### config.mk
export PLATFORM = sky130hd
export DESIGN_NAME = halflife_decay_counter
export DESIGN_NICKNAME = d
export VERILOG_FILES = /design/src/rtl/halflife_decay_counter.sv
export SDC_FILE = /design/constraint.sdc
export NUM_CORES = 1
export LEC_CHECK = 0
export CAP_MARGIN = 20
export CORE_UTILIZATION = 44
export DETAILED_ROUTE_END_ITERATION = 10
export GPL_TIMING_DRIVEN = 0
export PLACE_DENSITY_LB_ADDON = 0.25
export SLEW_MARGIN = 20
export SYNTH_ARGS = -nofsm -noshare
export SYNTH_HDL_FRONTEND = slang
export SYNTH_SLANG_ARGS = --single-unit
### constraint.sdc
create_clock -name clk -period 2.2 [get_ports clk]
set_clock_uncertainty 0.2 [all_clocks]
set_input_delay 0.44 -clock clk [delete_from_list [all_inputs] [get_ports clk]]
set_output_delay 0.44 -clock clk [all_outputs]
set_load 0.02 [all_outputs]
### src/rtl/halflife_decay_counter.sv
// halflife_decay_counter: up/down counter whose value halves every period+1 cycles while decay is enabled.
module halflife_decay_counter #(
  parameter int N    = 8,
  parameter int PW   = 8,
  parameter int WRAP = 0
) (
  input  logic          clk,
  input  logic          rst,
  input  logic          up_i,
  input  logic          down_i,
  input  logic          load_i,
  input  logic          decay_en_i,
  input  logic [N-1:0]  in_i,
  input  logic [PW-1:0] period_i,
  output logic [N-1:0]  out_o,
  output logic          tick_o,
  output logic          lim_o,
  output logic [3:0]    halvings_o,
  output logic          zero_o
);
  logic [N-1:0]  out_q, out_d;
  logic [PW-1:0] pre_q, pre_d;
  logic [3:0]    hv_q, hv_d;
  logic          tick_q, tick_d, lim_q, lim_d;
  logic          cnt, decay, hit, at_lim;
  always_comb begin
    cnt    = up_i ^ down_i;
    decay  = decay_en_i && (out_q != '0);
    hit    = pre_q == period_i;
    at_lim = up_i ? (out_q == '1) : (out_q == '0);
    out_d  = out_q;
    pre_d  = '0;
    hv_d   = hv_q;
    tick_d = 1'b0;
    lim_d  = 1'b0;
    if (load_i) begin
      out_d = in_i;
      hv_d  = '0;
    end else if (cnt) begin
      lim_d = at_lim;
      out_d = (at_lim && WRAP == 0) ? out_q : (up_i ? out_q + 1'b1 : out_q - 1'b1);
    end else if (decay) begin
      // prescaler free-runs modulo 2^PW, so a period shrunk below it waits for the wrap
      pre_d  = hit ? '0 : pre_q + 1'b1;
      out_d  = hit ? out_q >> 1 : out_q;
      tick_d = hit;
      hv_d   = (hit && hv_q != 4'hF) ? hv_q + 4'd1 : hv_q;
    end
  end
  always_ff @(posedge clk) begin
    if (rst) begin
      out_q  <= '0;
      pre_q  <= '0;
      hv_q   <= '0;
      tick_q <= 1'b0;
      lim_q  <= 1'b0;
    end else begin
      out_q  <= out_d;
      pre_q  <= pre_d;
      hv_q   <= hv_d;
      tick_q <= tick_d;
      lim_q  <= lim_d;
    end
  end
  assign out_o      = out_q;
  assign tick_o     = tick_q;
  assign lim_o      = lim_q;
  assign halvings_o = hv_q;
  assign zero_o     = out_q == '0;
endmodule

==> impl_metrics.py, run 1 <==
metrics = {
    "grt": {
        "grt_max_degree": 14,
        "grt_pass1_vias": 1446,
        "grt.overflow.total": 0,
        "grt_pass1_wl_um": 6490,
        "antenna_found_initial": 0,
        "grt_use_total": 0.242,
    },
    "floorplanning": {
        "dieArea_sq_um": 3600,
        "core_area_sq_um": 3130,
        "rows": 20,
        "start_util": 0.473,
        "die-height_um": 60,
        "ios": 37,
        "die_w_um": 60,
    },
    "power": {
        "combPwrFrac": 0.384,
        "intPower_uw": 846,
        "power_frac_seq": 0.358,
        "power_uw": 1240,
        "power.share.clock": 0.258,
        "power.leakage_uw": 0.000900,
        "power_density_nw_per_um2": 549,
        "switchingPower_uw": 392,
        "power_switching_share": 0.317,
        "vdd_drop_max_v": 0.000382,
    },
    "sta": {
        "fmax_mhz": 435,
        "setup_violations": 3,
        "slew_headroom": 0.606,
        "min_period_ns": 2.30,
        "worst_slack_ns": -0.0995,
        "worst-slew-pin-transition_ns": 0.591,
        "final.setup.tns_ns": -0.127,
        "finalCritPeriodShare": 1.05,
        "whs_ns": 0.332,
        "finalMaxSlewViolations": 0,
        "rsz0062_at_grt": "true",
        "hold_violations": 0,
    },
    "setup_path": {
        "endpoint_kind": "output pin",
        "timing.rr.end": "out_o[2]",
        "worst_ep_required_time_ns": 1.56,
        "crit_fanout": 3,
        "reg2reg_from": "out_o[4]",
        "arrival_ns": 1.66,
        "cp-start-kind": "register",
        "rrSetupSlack_ns": -0.03,
        "worstSetupPathType": "reg -> out",
        "r2r_cells": 7,
    },
    "placement": {
        "place_area_sq_um": 1900,
        "hpwl_um": 2780,
        "numPortBuffers": 34,
        "place_congestion": 0.802,
    },
    "clocking": {
        "cts_hold_buf": 0,
        "cts_made_buffers": 3,
        "cts_sinks": 22,
        "cts-root-buf": "clkbuf_4",
        "path_clk_slew_ns": 0.13,
        "cts_htree_levels": 1,
        "cts_tree": "yes",
        "clock_latency_ns": 0.32,
        "clock_path_buffers": 2,
    },
    "yosys": {
        "yosys-top-cells-area": "dfxtp_1 (30%), xor2_1 (7.7%), ha_1 (6.8%), xnor2_1 (6.5%), nor2_1 (5.1%)",
        "synthFlopType": "dfxtp_1",
        "synth_seq_cells": 22,
        "async_reset_ff_frac": 0,
        "synth_most_common_cell": "dfxtp_1",
        "synth.avg_cell_area_sq_um": 8.41,
        "ys_warn_count": 0,
        "seq_area_frac_synth": 0.298,
        "synth_common_cells": "dfxtp_1 (22), nor2_1 (20), xor2_1 (13), nand2_1 (11), xnor2_1 (11)",
        "ys_types": 41,
        "synth_edf_count": 0,
        "synthesis.area_sq_um": 1480,
        "syn_inst": 176,
        "yosysTopAreaCellShare": 0.298,
        "yosysTopAreaCell": "dfxtp_1",
        "synth.net_count": 207,
    },
    "detailed_routing": {
        "drcViolationCount": 0,
        "ant_nets": 0,
        "routedWlPerCell_um": 14.9,
        "totalWireLength_um": 4020,
        "first_iter_violations": 50,
        "viasPerCell": 5.50,
        "drtPass1Iterations": 4,
        "dr_total_vias": 1485,
    },
    "finish": {
        "final_nets": 258,
        "fill_cells": 245,
        "design_area_sq_um": 2260,
        "seq_area_sq_um": 459,
        "areaGrowthSynthToFinish_pct": 52.5,
        "multi_input_area_sq_um": 1140,
        "drive_above_1_share": 0.270,
        "diodes": 0,
    },
    "job": {
        "maxCapViolCount": 0,
    },
    "worst_hold_path": {
        "hp-start": "pre_q[0]",
        "hold_path_class": "reg -> reg",
        "hold_depth": 1,
        "min_to": "pre_q[0]",
    },
    "run_status": {
        "run_status": "finished, violations left",
        "violations": "negative setup slack",
    },
}
[worst max path at each step]
stage                startpoint  depth (start not counted)            end
floorplan                  up_i                          8       out_o[3]
global placement         down_i                          6  halvings_o[1]
detailed placement  period_i[6]                          7  halvings_o[1]
CTS                    out_o[4]                          4         zero_o
finish                 out_o[4]                          4         zero_o
global route           out_o[5]                          4         zero_o
[cell usage in the layout (no fill, tap or decap), types with 2 or more instances in the layout]
cell type        synthesis  routed
dlygate4sd2_1            0       3
clkbuf_1                 3       3
clkdlybuf4s50_1          0      25
nor2_1                  20      19
nand2_1                 11       9
mux2i_1                  4       4
buf_4                    1      11
nor3_1                  10       9
a21o_1                   2       2
a21oi_2                  3       4
inv_1                    8       6
dfxtp_1                 22      15
a221oi_2                 1       2
clkbuf_4                 0       3
o21ai_0                  7       4
or4_4                    0       2
dfxtp_2                  0       3
a21oi_1                  9       7
dlymetal6s2s_1           0       5
a211oi_1                 4       2
xnor2_1                 11      11
nand3_1                  5       4
o21ai_1                  0       3
buf_6                    0       3
dfxtp_4                  0       4
or4_1                    4       2
nand2_2                  0       2
nand3b_1                 2       2
nor4_4                   0       2
xor2_1                  13      12
ha_1                     8       6
and3_1                   3       3
a211o_1                  2       2
ha_4                     0       2
nor4_2                   0       2
a211oi_2                 0       2
[repair_timing]
| item | 4_1_cts | 5_1_grt |
|---|---|---|
| endpoints found under the setup margin | 20 | 19 |
| setup buffers | 6 | 5 |
| resized for setup | 31 | 28 |
| pin swaps | 6 | 10 |
| cloned | 1 | 0 |
[metal layers]
metal	vias up	GRT usage	share of wire
li1	727	-	-
met1	717	0.307	0.47
met2	37	0.400	0.48
met3	4	0.0606	0.041
met4	0	0.0764	0.0062
met5	-	0	0
[power groups by stage]
stage	Sequential, uW	Clock (uW)	Combinational [uW]
3_3_place_gp	456	0	348
3_5_place_dp	457	0	359
2_1_floorplan	468	0	218
5_1_grt	447	344	514
4_1_cts	442	325	422
6_report	444	319	475
[worst max-delay path, stage by stage, from the launching register on]
cell,delay [ns]
dfxtp_4,0.36
or4_4,0.53
or2_4,0.28
inv_2,0.06
buf_6,0.10
[state kept, by name, summed over array words and instances, names as in the netlist]
name        cells
halvings_o      4
pre_q           8
tick_o          1
out_o           8
lim_o           1
[through the flow]
stage	instances	setup WS, ns	utilization
final	270	-0.0995	0.722
after global routing	270	-0.144	0.722
after CTS	265	-0.0976	0.670
after detailed placement	254	-0.530	0.606
after global placement	254	-0.486	0.606
after floorplan	176	-0.00574	-
[layout make-up]
type / count / area share
timing repair buffer: 46 / 0.207
inverter: 8 / 0.0144
sequential: 22 / 0.203
clock inverter: 1 / 0.0133
multi-input combinational: 140 / 0.507
tap: 44 / 0.0244
clock buffer: 3 / 0.00998
buffer: 6 / 0.0205
[cells by family after synthesis]
| kind of cell | share of synthesized area |
|---|---|
| simple gates | 0.240 |
| compound gates | 0.151 |
| xor+xnor | 0.153 |
| flops | 0.298 |
| buf+inv | 0.0499 |
| fa+ha+maj | 0.0812 |
| mux | 0.0271 |
(Power assumes the default switching activity.)
==> run 2, diff against run 1 <==
CORE_UTILIZATION = 50   (was 44)
DONT_BUFFER_PORTS = 1   (was unset)
==> run 2 against run 1 <==
The flow still finishes with violations (negative setup slack). Core utilization is 12 points lower. Register-to-register slack hardly changed. Combinational power is 38% lower. Sequential share of layout area is 7.2 points higher. Largest power group is now sequential cells.
==> impl_metrics.py, run 2 (synthesis results as in run 1) <==
metrics = {
    "run_status": {
        "run_status": "finished, violations left",
        "violations": "negative setup slack",
    },
    "finish": {
        "multi_input_area_sq_um": 1020,
        "areaGrowthSynthToFinish_pct": 13.4,
        "final_common_cell": "nor2_1",
        "drive_above_1_share": 0.211,
        "final_cell_mix": "nor2_1 (20), dfxtp_1 (14), xor2_1 (13)",
        "final_nets": 217,
        "diodes": 0,
        "design_area_sq_um": 1680,
        "fill_cells": 250,
        "final_util": 0.604,
        "seq_area_sq_um": 463,
    },
    "clocking": {
        "path_clk_slew_ns": 0.11,
        "clock_latency_ns": 0.30,
        "cts-root-buf": "clkbuf_4",
        "cts_sinks": 22,
        "cts_htree_levels": 1,
        "cts_tree": "yes",
        "cts_made_buffers": 3,
        "clock_path_buffers": 2,
    },
    "setup_path": {
        "r2r_cells": 7,
        "worstSetupPathType": "reg -> out",
        "reg2reg_from": "out_o[5]",
        "cp_slowest_cell": "or4_4",
        "endpoint_kind": "output pin",
        "path_cells": "or4_4 -> or2_4 -> inv_4",
        "rrSetupSlack_ns": -0.03,
        "cp_top_family": "simple AND/OR/NAND/NOR gates",
        "cp-start-kind": "register",
        "path_buf_inv": 1,
        "arrival_ns": 1.61,
        "worst_ep_required_time_ns": 1.56,
        "critical-path-max-stage-delay_ns": 0.54,
        "timing.rr.end": "out_o[2]",
        "crit_fanout": 5,
    },
    "worst_hold_path": {
        "min_to": "out_o[7]",
        "hold_path_class": "in -> reg",
        "hold_depth": 2,
        "hp-start": "in_i[7]",
    },
    "sta": {
        "min_period_ns": 2.25,
        "fmax_mhz": 444,
        "finalMaxSlewViolations": 0,
        "final.setup.tns_ns": -0.104,
        "worst-slew-pin-transition_ns": 0.504,
        "hold_violations": 0,
        "finalCritPeriodShare": 1.02,
        "slew_headroom": 0.662,
        "setup_violations": 4,
        "worst_slack_ns": -0.0539,
        "rsz0062_at_grt": "true",
    },
    "floorplanning": {
        "ios": 37,
        "dieArea_sq_um": 3180,
        "die_w_um": 56.4,
        "core_area_sq_um": 2780,
        "start_util": 0.532,
        "rows": 19,
        "die-height_um": 56.4,
    },
    "detailed_routing": {
        "ant_nets": 0,
        "drcViolationCount": 0,
        "viasPerCell": 6.03,
        "totalWireLength_um": 3500,
        "dr_total_vias": 1303,
        "routedWlPerCell_um": 16.2,
        "first_iter_violations": 44,
        "drtPass1Iterations": 4,
    },
    "placement": {
        "place_area_sq_um": 1540,
        "dp_slack_ns": -0.158,
        "numPortBuffers": 0,
        "hpwl_um": 2640,
        "place_congestion": 0.810,
    },
    "job": {
        "maxCapViolCount": 0,
    },
    "grt": {
        "grt_use_total": 0.227,
        "busiest_layer": "met2",
        "grt_max_degree": 13,
        "grt_pass1_wl_um": 5690,
        "antenna_found_initial": 0,
        "use_met1": 0.276,
        "met3_usage": 0.0645,
        "met2_usage": 0.395,
        "grt_pass1_vias": 1257,
        "grt.overflow.total": 0,
    },
    "power": {
        "power.leakage_uw": 0.000649,
        "power_density_nw_per_um2": 587,
        "vdd_drop_max_v": 0.000564,
    },
}
run 2: area by class of cell:
class | count | share of cell area
Inverter | 8 | 0.0209
Timing Repair Buffer | 5 | 0.0253
Clock buffer | 4 | 0.0216
Multi-Input combinational cell | 140 | 0.606
Buffer | 6 | 0.0276
Tap cell | 31 | 0.0231
Sequential cell | 22 | 0.276
run 2: routing by layer:
| metal | part of all wire | wire, um |
|---|---|---|
| met1 | 0.44 | 1530 |
| met2 | 0.50 | 1750 |
| met3 | 0.059 | 206 |
| met4 | 0.0049 | 17 |
| met5 | 0 | 0 |
run 2: worst max path at each step:
stage | startpoint | endpoint | cells after the start
detailed placement | up_i | out_o[6] | 9
floorplan | up_i | out_o[3] | 8
finish | out_o[5] | zero_o | 3
global placement | up_i | out_o[6] | 9
global route | out_o[5] | out_o[2] | 7
CTS | out_o[5] | zero_o | 3
run 2: repair_timing:
| action | 4_1_cts | 5_1_grt |
|---|---|---|
| hold buffers | 1 | 1 |
| pin swaps | 4 | 4 |
| resized for setup | 14 | 9 |
| endpoints found under the hold margin | 3 | 1 |
| setup endpoints to repair | 10 | 13 |
| buffers inserted | 2 | 1 |
run 2: through the flow:
step | instances | hold slack, ns | total power (uW)
floorplan | 176 | 0.251 | 686
detailed placement | 207 | 0.286 | 739
global route | 216 | 0.0997 | 1040
CTS | 214 | 0.0180 | 980
global placement | 207 | 0.273 | 728
finish | 216 | 0.113 | 986
run 2: where the power goes:
| part | total [uW] | leakage, uW | switching [uW] | internal (uW) |
|---|---|---|---|---|
| Clock | 216 | 0.0000210 | 115 | 101 |
| Combinational | 294 | 0.000444 | 153 | 141 |
| Sequential | 476 | 0.000183 | 56.8 | 419 |
